[src/rtl/alu_cmd_issuer.sv]
// alu_cmd_issuer
// Command-side master for the registered ALU. It accepts one request at a
// time, decodes the 3-bit opcode into ALUFN and holds the operands steady on
// the ALU inputs. It then waits out the ALU latency, captures the result and
// returns it on a valid/ready response channel. Opcode 7 is answered at once
// with an error response and never reaches the ALU.
//
// Ports
//   clk, rst            clock, synchronous active-high reset
//   cmd_valid/ready     request handshake; cmd_op, cmd_a, cmd_b request payload
//   alu_fn/a/b          registered ALU function and operands
//   alu_y               registered ALU result
//   rsp_valid/ready     response handshake; rsp_data, rsp_err response payload
//   op_count            successful (non-error) responses delivered, wrapping
//
// state | meaning
// IDLE  | ready for a request
// ISSUE | ALU inputs stable, ALU samples them on this edge
// WAIT  | counting down the ALU latency
// DONE  | response presented, held until consumed
module alu_cmd_issuer #(
  parameter int WIDTH       = 32,
  parameter int ALU_LATENCY = 1,   // 1..15
  parameter int CNT_WIDTH   = 16
) (
  input  logic                 clk,
  input  logic                 rst,
  input  logic                 cmd_valid,
  output logic                 cmd_ready,
  input  logic [2:0]           cmd_op,
  input  logic [WIDTH-1:0]     cmd_a,
  input  logic [WIDTH-1:0]     cmd_b,
  output logic [5:0]           alu_fn,
  output logic [WIDTH-1:0]     alu_a,
  output logic [WIDTH-1:0]     alu_b,
  input  logic [WIDTH-1:0]     alu_y,
  output logic                 rsp_valid,
  input  logic                 rsp_ready,
  output logic [WIDTH-1:0]     rsp_data,
  output logic                 rsp_err,
  output logic [CNT_WIDTH-1:0] op_count
);

  typedef enum logic [1:0] {IDLE, ISSUE, WAIT, DONE} state_t;

  // Counter is loaded in ISSUE; capture happens on the edge it reads zero.
  localparam logic [3:0] WAIT_LOAD = 4'(ALU_LATENCY - 1);

  state_t                 state_q, state_d;
  logic [3:0]             wait_q, wait_d;
  logic [5:0]             fn_q, fn_d;
  logic [WIDTH-1:0]       a_q, a_d, b_q, b_d;
  logic [WIDTH-1:0]       data_q, data_d;
  logic                   valid_q, valid_d;
  logic                   err_q, err_d;
  logic [CNT_WIDTH-1:0]   cnt_q, cnt_d;

  logic [5:0]             dec_fn;
  logic                   dec_legal;

  always_comb begin
    dec_fn    = 6'b000000;
    dec_legal = 1'b1;
    case (cmd_op)
      3'd0:    dec_fn = 6'b010000;
      3'd1:    dec_fn = 6'b010001;
      3'd2:    dec_fn = 6'b101000;
      3'd3:    dec_fn = 6'b101110;
      3'd4:    dec_fn = 6'b100110;
      3'd5:    dec_fn = 6'b101001;
      3'd6:    dec_fn = 6'b101010;
      default: dec_legal = 1'b0;
    endcase
  end

  always_comb begin
    state_d = state_q;
    wait_d  = wait_q;
    fn_d    = fn_q;
    a_d     = a_q;
    b_d     = b_q;
    data_d  = data_q;
    valid_d = valid_q;
    err_d   = err_q;
    cnt_d   = cnt_q;
    case (state_q)
      IDLE: begin
        if (cmd_valid) begin
          if (dec_legal) begin
            fn_d    = dec_fn;
            a_d     = cmd_a;
            b_d     = cmd_b;
            state_d = ISSUE;
          end else begin
            // ALU inputs untouched so the datapath keeps seeing the last
            // legal command.
            data_d  = '0;
            err_d   = 1'b1;
            valid_d = 1'b1;
            state_d = DONE;
          end
        end
      end
      ISSUE: begin
        wait_d  = WAIT_LOAD;
        state_d = WAIT;
      end
      WAIT: begin
        if (wait_q == 4'd0) begin
          data_d  = alu_y;
          err_d   = 1'b0;
          valid_d = 1'b1;
          state_d = DONE;
        end else begin
          wait_d = wait_q - 4'd1;
        end
      end
      DONE: begin
        if (rsp_ready) begin
          valid_d = 1'b0;
          state_d = IDLE;
          if (!err_q) cnt_d = cnt_q + CNT_WIDTH'(1);
        end
      end
      default: state_d = IDLE;
    endcase
  end

  always_ff @(posedge clk) begin
    if (rst) begin
      state_q <= IDLE;
      wait_q  <= 4'd0;
      fn_q    <= 6'b000000;
      a_q     <= '0;
      b_q     <= '0;
      data_q  <= '0;
      valid_q <= 1'b0;
      err_q   <= 1'b0;
      cnt_q   <= '0;
    end else begin
      state_q <= state_d;
      wait_q  <= wait_d;
      fn_q    <= fn_d;
      a_q     <= a_d;
      b_q     <= b_d;
      data_q  <= data_d;
      valid_q <= valid_d;
      err_q   <= err_d;
      cnt_q   <= cnt_d;
    end
  end

  // Gated by rst so no request is taken while the block is held in reset.
  assign cmd_ready = (state_q == IDLE) && !rst;
  assign alu_fn    = fn_q;
  assign alu_a     = a_q;
  assign alu_b     = b_q;
  assign rsp_valid = valid_q;
  assign rsp_data  = data_q;
  assign rsp_err   = err_q;
  assign op_count  = cnt_q;

endmodule

[config.mk]
export PLATFORM = sky130hd
export DESIGN_NAME = alu_cmd_issuer
export DESIGN_NICKNAME = d
export VERILOG_FILES = /design/src/rtl/alu_cmd_issuer.sv
export SDC_FILE = /design/constraint.sdc
export NUM_CORES = 1
export LEC_CHECK = 0
export ABC_AREA = 1
export BUFFER_PORTS_ARGS = -buffer_cell sky130_fd_sc_hd__buf_2
export CAP_MARGIN = 25
export CELL_PAD_IN_SITES_DETAIL_PLACEMENT = 0
export CELL_PAD_IN_SITES_GLOBAL_PLACEMENT = 1
export CORE_MARGIN = 2
export CORE_UTILIZATION = 30
export CTS_BUF_LIST = sky130_fd_sc_hd__clkbuf_16
export DETAILED_ROUTE_END_ITERATION = 10
export PLACE_DENSITY = 0.75
export SLEW_MARGIN = 20
export SYNTH_ARGS = -nofsm -noshare
export SYNTH_HDL_FRONTEND = slang
export SYNTH_SLANG_ARGS = --single-unit
export TNS_END_PERCENT = 30
[constraint.sdc]
create_clock -name clk -period 1.5 [get_ports clk]
set_clock_uncertainty 0.2 [all_clocks]
set_input_delay 0.075 -clock clk [delete_from_list [all_inputs] [get_ports clk]]
set_output_delay 0.075 -clock clk [all_outputs]
set_load 0.05 [all_outputs]
==> results of run 1 <==
## through the flow
step                      std cells  area, um^2
after floorplan                 726        5370
after global placement         1183        7070
after detailed placement       1183        7070
after CTS                      1323        8920
after global routing           1329        9220
final                          1329        9220
## placed cells by master, fill, tap and decap left out, types with 2 or more instances in the layout
cell type / synthesis / routed
buf_2: 20 / 221
dfxtp_1: 126 / 110
nor2_1: 153 / 108
nand2_1: 118 / 107
dlygate4sd3_1: 0 / 102
inv_1: 69 / 64
nor2_2: 11 / 45
a21oi_1: 47 / 45
o21ai_0: 76 / 42
nand4_1: 41 / 41
buf_4: 4 / 35
o21ai_1: 1 / 30
clkbuf_16: 0 / 21
dfxtp_2: 0 / 15
nor2_4: 2 / 14
nand3_1: 14 / 12
buf_12: 0 / 12
nand2_2: 2 / 10
buf_6: 2 / 10
inv_2: 2 / 5
o21ai_2: 0 / 5
ha_1: 8 / 5
nor3_1: 4 / 4
bufinv_16: 0 / 4
buf_8: 1 / 4
ha_4: 0 / 3
clkinvlp_4: 0 / 3
clkinv_4: 0 / 3
inv_4: 0 / 2
nand2_4: 0 / 2
nand3_2: 1 / 2
a21oi_2: 0 / 2
xor2_1: 2 / 2
clkinv_1: 0 / 2
clkinv_2: 0 / 2
## power by group through the flow
stage	clock, mW	combinational, mW	sequential [mW]
detailed placement	0	5.43	4.23
CTS	4.44	6.04	4.18
global route	4.59	6.93	4.25
finish	4.33	6.49	4.19
global placement	0	5.45	4.22
floorplan	0	1.82	6.07
## layout make-up
type | count | area [um^2] | area share
Clock inverter | 15 | 195 | 0.0212
Tap cell | 225 | 282 | 0.0305
Inverter | 71 | 272 | 0.0294
Multi-Input combinational cell | 485 | 2560 | 0.278
Clock buffer | 17 | 425 | 0.0461
Timing Repair Buffer | 390 | 2940 | 0.319
Sequential cell | 126 | 2540 | 0.276
## Yosys cell counts, types with 8 or more instances
cell type,number
a21oi_1,47
buf_2,20
clkbuf_1,15
dfxtp_1,126
ha_1,8
inv_1,69
nand2_1,118
nand3_1,14
nand4_1,41
nor2_1,153
nor2_2,11
o21ai_0,76
## metal layers
metal / wire (um) / vias up / track usage
li1: - / 3064 / -
met1: 7580 / 2672 / 0.212
met2: 8860 / 173 / 0.312
met3: 1040 / 22 / 0.0548
met5: 0 / - / 0
met4: 297 / 0 / 0.0631
## sequential cells by signal, summed over array words and instances, names as in the netlist
name and cells:
rsp_data 32, alu_a 32, alu_b 32, rsp_err 1
op_count 16, wait_q 4, state_q 2, rsp_valid 1
alu_fn 6
## final timing paths
path                                   from            to  slack (ns)  cells past startpoint
worst max-delay path             state_q[0]  rsp_data[14]       -0.19                      9
worst min register to register  rsp_data[4]   rsp_data[4]        0.25                      2
worst max register to register   state_q[0]  rsp_data[14]       -0.19                      9
worst min-delay path              cmd_a[12]     alu_a[12]        0.21                      4
## worst max-delay path, cell delays in order (launching register included)
cell and delay, ns:
dfxtp_2 0.33, inv_4 0.06, ha_4 0.15, buf_4 0.11
nand4_1 0.16, nand2_4 0.15, nand3_4 0.11, buf_12 0.17
nand2_1 0.06, a21oi_1 0.06
## cell families (layout without fill, tap and decap cells)
group | after synthesis | after routing | share of synthesized area
compound gates | 128 | 128 | 0.124
xor+xnor | 2 | 2 | 0.00332
fa+ha+maj | 8 | 8 | 0.0190
buf+inv | 116 | 493 | 0.0952
flops | 126 | 126 | 0.479
simple gates | 346 | 347 | 0.280
## repair_timing
item	in CTS	in global routing
resized for setup	77	60
pin swaps	7	8
hold buffers	102	0
hold endpoints to repair	117	0
buffers inserted	6	1
gates cloned	0	5
endpoints found under the setup margin	118	126
==> impl_results.md, run 1 <==
* Status: complete, but fails checks
* Failing checks: negative setup slack
* Critical Path AT at 1.77 ns
* Core Util, Final at 0.535
* Initial antenna violation count at 0
* Gr ovfl total at 0
* Avg WL per Cell at 13.4 um
* Total of max-cap violations at 0
* Pin count of the biggest net entering global routing at 48
* First-pass GRT wire length at 26,600 um
* P_int at 9.01 mW
* Share of the synthesized area in the top cell type at 0.479
* Hold Path Class: input port to flip-flop
* Min Hold Slack at 0.213 ns
* Leak pwr at 4.46 nW
* Max Slew Vio Count at 0
* Dpl ws at -0.142 ns
* Critical Path Fanout Max at 20
* Period Utilization, post-route at 1.13
* Pre-Repair DR Iteration Count at 5
* CTS tree: yes
* Ys flop type: dfxtp_1
* Fmax at 592 MHz
* Synth area leader: dfxtp_1
* Most area-consuming cells after synthesis: dfxtp_1, nor2_1, nand2_1
* Post-synthesis sequential area ratio at 0.479
* Core Footprint at 0.0172 mm^2
* Share of layout cells above drive strength 1 at 0.387
* # diodes at 0
* RSZ-0062 raised after global routing: yes
* Net Sw Frac at 0.400
* Comb pwr share at 0.432
* Number of global-route vias before repair at 5,639
* # clock sinks at 126
* EDFF count, synth at 0
* Syn Area/Cell at 7.26 um^2
* Yosys reg bits at 126
* Fin nets at 1,202
* Tmin final at 1.69 ns
* Cells after Synth at 726
* Seq pwr share at 0.279
* TritonCTS Buffers at 17
* P_sw at 6.01 mW
* Gpl congestion at 0.760
* Cell row count at 48
* Fill cell count at 1,602
* Setup-failing EPs final at 122
* DR iter-0 viols at 188
* Average vias per placed instance at 4.46
* HPWL Detailed at 11,000 um
* Peak supply drop at 1.05 mV
* Starting Density at 0.306
* H-Tree Depth at 4
* TNS Setup at -15.89 ns
* Residual DRC at 0
* Synthesized cell area at 0.00527 mm^2
* CTS max path bufs at 2
* CP Capture Type: flip-flop
* Total power draw at 15.0 mW
* YS warnings at 0
* Synth-to-Final Area Change at 74.9%
* I/O Pins at 224
* Syn nets at 837
* P per Cell Area at 1630 mW/mm^2
* Power share of the clock group at 0.288
* Clock Latency Late Sink at 0.42 ns
* Routed WL at 17,800 um
* Startpoint types: flip-flop
* Port Buf Inserts at 223
* ANT nets after route at 0
* Final Hold Vio Count at 0
* Synth cell types at 27
* Via count at 5,931
* Overall Global Routing Usage at 0.181
* Die Ht at 137 um
* Worst Path Required at 1.58 ns
* DIE AREA at 0.0186 mm^2
* Root buf cell: clkbuf_16
* Worst slew margin relative to its limit at 0.758
* Clock-pin slew on the worst setup and hold paths at 0.06 ns
* Worst setup margin at -0.190 ns
* Worst-margin pin slew at 0.361 ns
* Crit path kind: flip-flop to flip-flop
* Die width at 137 um
* Post-synth ARST share at 0
(Power assumes the default switching activity.)
==> run 2, diff against run 1 <==
--- a/config.mk
+++ b/config.mk
@@ -5,7 +5,8 @@
 export SDC_FILE = /design/constraint.sdc
 export NUM_CORES = 1
 export LEC_CHECK = 0
-export ABC_AREA = 1
+export ABC_AREA = 0
+export ABC_CLOCK_PERIOD_IN_PS = 1500
 export BUFFER_PORTS_ARGS = -buffer_cell sky130_fd_sc_hd__buf_2
 export CAP_MARGIN = 25
 export CELL_PAD_IN_SITES_DETAIL_PLACEMENT = 0
@@ -14,7 +15,7 @@
 export CORE_UTILIZATION = 30
 export CTS_BUF_LIST = sky130_fd_sc_hd__clkbuf_16
 export DETAILED_ROUTE_END_ITERATION = 10
-export PLACE_DENSITY = 0.75
+export PLACE_DENSITY = 0.74
 export SLEW_MARGIN = 20
 export SYNTH_ARGS = -nofsm -noshare
 export SYNTH_HDL_FRONTEND = slang
==> run 2 against run 1 <==
Compared with the run above:
- the flow still finishes with violations (negative setup slack)
- final area is 8.8% lower
- synthesized cell count is 27% lower
- utilization grew 1.4 points
- die area decreased by 9.8%
- total power shrank 15%
- sequential power is 3% lower
- maximum frequency fell by 16%
- largest power group unchanged
==> impl_results.md, run 2 <==
* Seq pwr share at 0.319 (was 0.279)
* Pre-Repair DR Iteration Count at 5 (unchanged)
* CP Capture Type: flip-flop (unchanged)
* Pin count of the biggest net entering global routing at 55 (was 48)
* Power share of the clock group at 0.311 (was 0.288)
* Cell row count at 45 (was 48)
* Synthesized cell area at 0.00474 mm^2 (was 0.00527 mm^2)
* CTS max path bufs at 2 (unchanged)
* Synth cell types at 48 (was 27)
* Period Utilization, post-route at 1.34 (was 1.13)
* Startpoint types: flip-flop (unchanged)
* Register area at 0.00257 mm^2 (was 0.00254 mm^2)
* Fill cell count at 1,344 (was 1,602)
* CTS tree: yes (unchanged)
* RSZ-0062 raised after global routing: yes (unchanged)
* Synth-to-Final Area Change at 77.3% (was 74.9%)
* H-Tree Depth at 4 (unchanged)
* Residual DRC at 0 (unchanged)
* Root buf cell: clkbuf_16 (unchanged)
* Most area-consuming cells after synthesis: dfxtp_1, nand2_1, a21oi_1 (was dfxtp_1, nor2_1, nand2_1)
* Critical Path Fanout Max at 32 (was 20)
* Worst slew margin relative to its limit at 0.795 (was 0.758)
* EDFF count, synth at 0 (unchanged)
* Worst-margin pin slew at 0.304 ns (was 0.361 ns)
* R2R Setup Slk at -0.51 ns (was -0.19 ns)
* Clock Latency Late Sink at 0.41 ns (was 0.42 ns)
* Yosys reg bits at 126 (unchanged)
* Failing checks: negative setup slack (unchanged)
* TritonCTS Buffers at 17 (unchanged)
* P per Cell Area at 1510 mW/mm^2 (was 1630 mW/mm^2)
* Die Ht at 130 um (was 137 um)
* Crit path kind: flip-flop to flip-flop (unchanged)
* Commonest cells after routing, fill and taps aside: buf_2, nand2_1, dfxtp_1 (was buf_2, dfxtp_1, nor2_1)
* DIE AREA at 0.0168 mm^2 (was 0.0186 mm^2)
* Comb pwr share at 0.370 (was 0.432)
* Cells after Synth at 528 (was 726)
* Peak supply drop at 0.841 mV (was 1.05 mV)
* Routed WL at 15,500 um (was 17,800 um)
* Worst Path Required at 1.66 ns (was 1.58 ns)
* Min Hold Slack at 0.0412 ns (was 0.213 ns)
* Critical Path AT at 2.16 ns (was 1.77 ns)
* Port Buf Inserts at 223 (unchanged)
* Multi-input logic area at 0.00222 mm^2 (was 0.00256 mm^2)
* Tmin final at 2.01 ns (was 1.69 ns)
* Fin nets at 1,010 (was 1,202)
* Path depth of the worst reg2reg path at 7 (was 9)
* Core Footprint at 0.0153 mm^2 (was 0.0172 mm^2)
* Worst setup endpoint: rsp_data[10] (was rsp_data[14])
* Worst setup margin at -0.508 ns (was -0.190 ns)
* Syn Area/Cell at 8.98 um^2 (was 7.26 um^2)
* Overall Global Routing Usage at 0.175 (was 0.181)
* Final Hold Vio Count at 0 (unchanged)
* R2r startpoint: wait_q[1] (was state_q[0])
* Fmax at 498 MHz (was 592 MHz)
* I/O Pins at 224 (unchanged)
* Starting Density at 0.310 (was 0.306)
* Ys flop type: dfxtp_1 (unchanged)
* Setup-failing EPs final at 122 (unchanged)
* HPWL Detailed at 9600 um (was 11,000 um)
* Share of layout cells above drive strength 1 at 0.448 (was 0.387)
* TNS Setup at -32.47 ns (was -15.89 ns)
* Initial antenna violation count at 1 (was 0)
* Critical path startpoint: wait_q[1] (was state_q[0])
* Gr ovfl total at 0 (unchanged)
* Hold Path Class: input port to flip-flop (unchanged)
* P_sw at 4.72 mW (was 6.01 mW)
* Status: complete, but fails checks (unchanged)
* Syn nets at 639 (was 837)
* Total of max-cap violations at 0 (unchanged)
* Synth area leader: dfxtp_1 (unchanged)
* RR Endpoint: rsp_data[10] (was rsp_data[14])
* ANT nets after route at 0 (unchanged)
* Die width at 130 um (was 137 um)
* Via count at 5,130 (was 5,931)
* Leak pwr at 3.91 nW (was 4.46 nW)
* DR iter-0 viols at 163 (was 188)
* Top post-synthesis cells by count: nand2_1, dfxtp_1, a21oi_1 (was nor2_1, dfxtp_1, nand2_1)
* Commonest non-fill, non-tap cell in the layout: buf_2 (unchanged)
* Share of the synthesized area in the top cell type at 0.532 (was 0.479)
* Average vias per placed instance at 4.56 (was 4.46)
* YS warnings at 0 (unchanged)
* P_int at 8.00 mW (was 9.01 mW)
* Most frequent cell after synthesis: nand2_1 (was nor2_1)
* Avg WL per Cell at 13.8 um (was 13.4 um)
* Clock-pin slew on the worst setup and hold paths at 0.05 ns (was 0.06 ns)
* Net Sw Frac at 0.371 (was 0.400)
* Max Slew Vio Count at 0 (unchanged)
* Number of global-route vias before repair at 5,073 (was 5,639)
* Post-synth ARST share at 0 (unchanged)
* First-pass GRT wire length at 23,500 um (was 26,600 um)
* Post-synthesis sequential area ratio at 0.532 (was 0.479)
* # clock sinks at 126 (unchanged)
* Gpl congestion at 0.797 (was 0.760)
run 2: changes by cell type in the layout (fill, tap and decap cells not counted), sizes merged, moves of 5 or more:
cell,before,now
nor2,167,29
o21ai,77,2
inv,72,15
nand4,41,6
a22o,0,32
a21oi,47,71
nand2,120,139
nand3,15,8
xnor2,0,5
xor2,2,7
run 2: power by group through the flow:
stage               Clock [mW]  Combinational (mW)  Sequential, mW
floorplan                    0                1.47            5.60
global placement             0                4.12            4.10
detailed placement           0                4.17            4.11
CTS                       4.08                4.57            4.05
global route              4.25                5.02            4.12
finish                    3.95                4.71            4.06
run 2: timing repair:
| item | in CTS | in global routing |
|---|---|---|
| resized for setup | 22 | 22 |
| buffers inserted | 4 | 2 |
| endpoints found under the setup margin | 125 | 125 |
| pin swaps | 13 | 8 |
| endpoints found under the hold margin | 122 | 0 |
| hold buffers | 102 | 0 |
run 2: worst min-delay path by stage:
stage | from | endpoint | depth (start not counted)
after floorplan | cmd_a[10] | alu_a[10] | 2
after global placement | alu_y[31] | rsp_data[31] | 2
after detailed placement | alu_y[7] | rsp_data[7] | 2
after CTS | cmd_op[1] | alu_fn[2] | 5
after global routing | cmd_op[1] | alu_fn[2] | 5
final | cmd_op[1] | alu_fn[2] | 5
run 2: cell type report:
cell class | count | area share
timing repair buffer | 386 | 0.324
clock buffer | 18 | 0.0536
antenna | 2 | 0.000595
tap | 211 | 0.0314
inverter | 11 | 0.00551
multi-input combinational | 357 | 0.264
sequential | 126 | 0.306
clock inverter | 14 | 0.0152
run 2: cells by family (layout without fill, tap and decap cells):
group | after synthesis | after routing | share of synthesized area
multiplexers | 6 | 6 | 0.0132
AO/OA/AOI/OAI | 121 | 121 | 0.174
adder cells (fa/ha/maj) | 8 | 8 | 0.0211
buffers and inverters | 45 | 429 | 0.0441
other | 0 | 2 | 0
XOR/XNOR | 12 | 12 | 0.0222
AND/OR/NAND/NOR | 210 | 210 | 0.194
flip-flops | 126 | 126 | 0.532
run 2: through the flow:
| step | worst slack (ns) | instance area (um^2) | instances | power, mW | util |
|---|---|---|---|---|---|
| detailed placement | -0.481 | 6580 | 984 | 8.28 | 0.430 |
| global route | -0.564 | 8410 | 1124 | 13.4 | 0.549 |
| floorplan | -0.437 | 4880 | 528 | 7.07 | - |
| finish | -0.508 | 8410 | 1125 | 12.7 | 0.549 |
| global placement | -0.429 | 6580 | 984 | 8.21 | 0.430 |
| CTS | -0.481 | 8310 | 1122 | 12.7 | 0.543 |
run 2: routing by layer:
metal | vias up | wire (um) | share of wire | track usage
met5 | - | 0 | 0 | 0
met4 | 0 | 497 | 0.032 | 0.0936
met3 | 36 | 898 | 0.058 | 0.0504
met2 | 187 | 7950 | 0.51 | 0.314
met1 | 2366 | 6200 | 0.40 | 0.185
li1 | 2541 | - | - | -
run 2: critical path: stages, from the launching register on:
cell and delay [ns]:
dfxtp_2 0.32, inv_2 0.07, ha_4 0.13, or3b_4 0.41, a22oi_4 0.18, nor3b_4 0.24, buf_12 0.21, a22o_2 0.18
==> run 3, diff against run 2 <==
--- a/config.mk
+++ b/config.mk
@@ -15,7 +15,7 @@
 export CORE_UTILIZATION = 30
 export CTS_BUF_LIST = sky130_fd_sc_hd__clkbuf_16
 export DETAILED_ROUTE_END_ITERATION = 10
-export PLACE_DENSITY = 0.74
+export PLACE_DENSITY = 0.83
 export SLEW_MARGIN = 20
 export SYNTH_ARGS = -nofsm -noshare
 export SYNTH_HDL_FRONTEND = slang
==> run 3 against run 2 <==
Compared with the run above:
- the run still ends with negative setup slack left
- clock power rose by 1%
- routed wire length is 3.2% higher
- total power increased by 2.2%
- global-route usage grew 0.31 points
- register-to-register slack worse by 0.07 ns
- worst setup slack got worse by 0.073 ns
- hold slack improved by 0.011 ns
- highest routed layer unchanged
==> impl_results.md, run 3 (same netlist as run 2, synthesis figures left out) <==
* Final instance area at 0.00868 mm^2 (was 0.00841 mm^2)
* Die Ht at 130 um (unchanged)
* Gr ovfl total at 0 (unchanged)
* WP buf/inv at 3 (was 2)
* Tmin final at 2.08 ns (was 2.01 ns)
* Die width at 130 um (unchanged)
* H-Tree Depth at 4 (unchanged)
* Residual DRC at 0 (unchanged)
* Gpl congestion at 0.742 (was 0.797)
* ANT nets after route at 0 (unchanged)
* Startpoint types: flip-flop (unchanged)
* R2r startpoint: wait_q[1] (unchanged)
* Post-DP Area at 0.00663 mm^2 (was 0.00658 mm^2)
* Min Hold Slack at 0.0524 ns (was 0.0412 ns)
* DR iter-0 viols at 199 (was 163)
* CTS max path bufs at 2 (unchanged)
* Pre-Repair DR Iteration Count at 5 (unchanged)
* Final Hold Vio Count at 0 (unchanged)
* Port Buf Inserts at 223 (unchanged)
* Worst Path Required at 1.66 ns (about the same)
* Root buf cell: clkbuf_16 (unchanged)
* Crit path max-delay family: simple AND/OR/NAND/NOR gates (unchanged)
* Period Utilization, post-route at 1.39 (was 1.34)
* Hold Path Class: input port to flip-flop (unchanged)
* Commonest non-fill, non-tap cell in the layout: buf_2 (unchanged)
* Worst setup margin at -0.581 ns (was -0.508 ns)
* Status: complete, but fails checks (unchanged)
* Failing checks: negative setup slack (unchanged)
* DIE AREA at 0.0168 mm^2 (unchanged)
* Commonest cells after routing, fill and taps aside: buf_2, nand2_1, dfxtp_1 (unchanged)
* Total of max-cap violations at 0 (unchanged)
* Critical Path Fanout Max at 8 (was 32)
* Hold Path End: op_count[15] (was alu_fn[2])
* Path depth of the worst reg2reg path at 8 (was 7)
* TritonCTS Buffers at 17 (unchanged)
* HPWL Detailed at 9280 um (was 9600 um)
* Clock-pin slew on the worst setup and hold paths at 0.06 ns (was 0.05 ns)
* Fill cell count at 1,348 (was 1,344)
* Peak supply drop at 0.929 mV (was 0.841 mV)
* P per Cell Area at 1500 mW/mm^2 (was 1510 mW/mm^2)
* CTS tree: yes (unchanged)
* Hold Path Cell Cnt at 5 (unchanged)
* Critical Path AT at 2.24 ns (was 2.16 ns)
* Share of layout cells above drive strength 1 at 0.455 (was 0.448)
* Fmax at 480 MHz (was 498 MHz)
* Overall Global Routing Usage at 0.178 (was 0.175)
* Hold path start: rsp_ready (was cmd_op[1])
* I/O Pins at 224 (unchanged)
* Total power draw at 13.0 mW (was 12.7 mW)
* Starting Density at 0.310 (unchanged)
* Crit path kind: flip-flop to flip-flop (unchanged)
* Core Footprint at 0.0153 mm^2 (unchanged)
* RR Endpoint: rsp_data[30] (was rsp_data[10])
* First-pass GRT wire length at 23,700 um (was 23,500 um)
* R2R Setup Slk at -0.58 ns (was -0.51 ns)
* Cell row count at 45 (unchanged)
* Via count at 5,140 (was 5,130)
* CP Capture Type: flip-flop (unchanged)
* Number of global-route vias before repair at 5,086 (was 5,073)
* Worst-margin pin slew at 0.318 ns (was 0.304 ns)
* Met3 usage at 0.0611 (was 0.0504)
* Initial antenna violation count at 1 (unchanged)
* Slowest CP cell: or3b_4 (unchanged)
* Routed WL at 16,000 um (was 15,500 um)
* GR peak layer: met2 (unchanged)
* Setup-failing EPs final at 125 (was 122)
* CP max stage delay at 0.39 ns (was 0.41 ns)
* # clock sinks at 126 (unchanged)
* Inst Count DP at 989 (was 984)
* Worst slew margin relative to its limit at 0.786 (was 0.795)
* Met2 Use GR at 0.326 (was 0.314)
* Non-Filler Instances at 1,137 (was 1,125)
* Clock Latency Late Sink at 0.42 ns (was 0.41 ns)
* Fin nets at 1,023 (was 1,010)
* Average vias per placed instance at 4.52 (was 4.56)
* Pin count of the biggest net entering global routing at 49 (was 55)
* Met1 Track Usage GR at 0.187 (was 0.185)
* Dpl ws at -0.483 ns (was -0.481 ns)
* RSZ-0062 raised after global routing: yes (unchanged)
* Synth-to-Final Area Change at 83.1% (was 77.3%)
* Avg WL per Cell at 14.1 um (was 13.8 um)
* Leak pwr at 4.09 nW (was 3.91 nW)
* Max Slew Vio Count at 0 (unchanged)
* Crit path cell chain: inv_2 > ha_4 > or3b_4 > a22oi_4 > nor3b_4 > buf_6 > buf_16 > a22o_2 (was inv_2 > ha_4 > or3b_4 > a22oi_4 > nor3b_4 > buf_12 > a22o_2)
## run 3: worst min-delay path, stage by stage
cell and delay [ns]:
buf_2 0.11, nand4b_1 0.17, nor4_4 0.06, a21oi_1 0.12, a31o_2 0.10
## run 3: stage by stage
step	setup TNS, ns	utilization
2_1_floorplan	-25.89	-
3_3_place_gp	-31.38	0.433
3_5_place_dp	-33.35	0.433
4_1_cts	-40.50	0.554
5_1_grt	-52.42	0.567
6_report	-43.01	0.567
## run 3: how the worst max path moves through the flow
| stage | cells past startpoint | start | end | slack, ns |
|---|---|---|---|---|
| floorplan | 7 | wait_q[1] | rsp_data[10] | -0.44 |
| global placement | 7 | wait_q[1] | rsp_data[31] | -0.44 |
| detailed placement | 7 | wait_q[1] | rsp_data[22] | -0.48 |
| CTS | 8 | wait_q[1] | rsp_data[22] | -0.51 |
| global route | 8 | wait_q[1] | rsp_data[30] | -0.64 |
| finish | 8 | wait_q[1] | rsp_data[30] | -0.58 |
## run 3: final cells by class
class,instances,area [um^2],share of cell area
well taps,211,264,0.0304
inverters,11,43.8,0.00504
diodes,1,2.50,0.000288
multi-input cells,357,2360,0.272
repair buffers,399,2860,0.330
clock inverters,15,150,0.0173
clock buffers,17,425,0.0490
flip-flops and latches,126,2570,0.296
## run 3: where the power goes
part / leakage [nW] / internal, mW / switching [mW]
clock network: 0.276 / 2.33 / 1.67
registers: 1.04 / 3.80 / 0.268
logic: 2.77 / 1.83 / 3.10
total: 4.09 / 7.96 / 5.04
## run 3: what timing repair did
action	in CTS	in global routing
endpoints found under the hold margin	115	0
pin swaps	9	3
setup buffers	8	2
endpoints found under the setup margin	125	125
hold buffers	102	0
gates cloned	2	1
gates resized for setup	26	29
## run 3: per-layer routing
metal,part of all wire,vias to the layer above
li1,-,2575
met1,0.40,2370
met2,0.51,171
met3,0.069,24
met4,0.021,0
met5,0,-
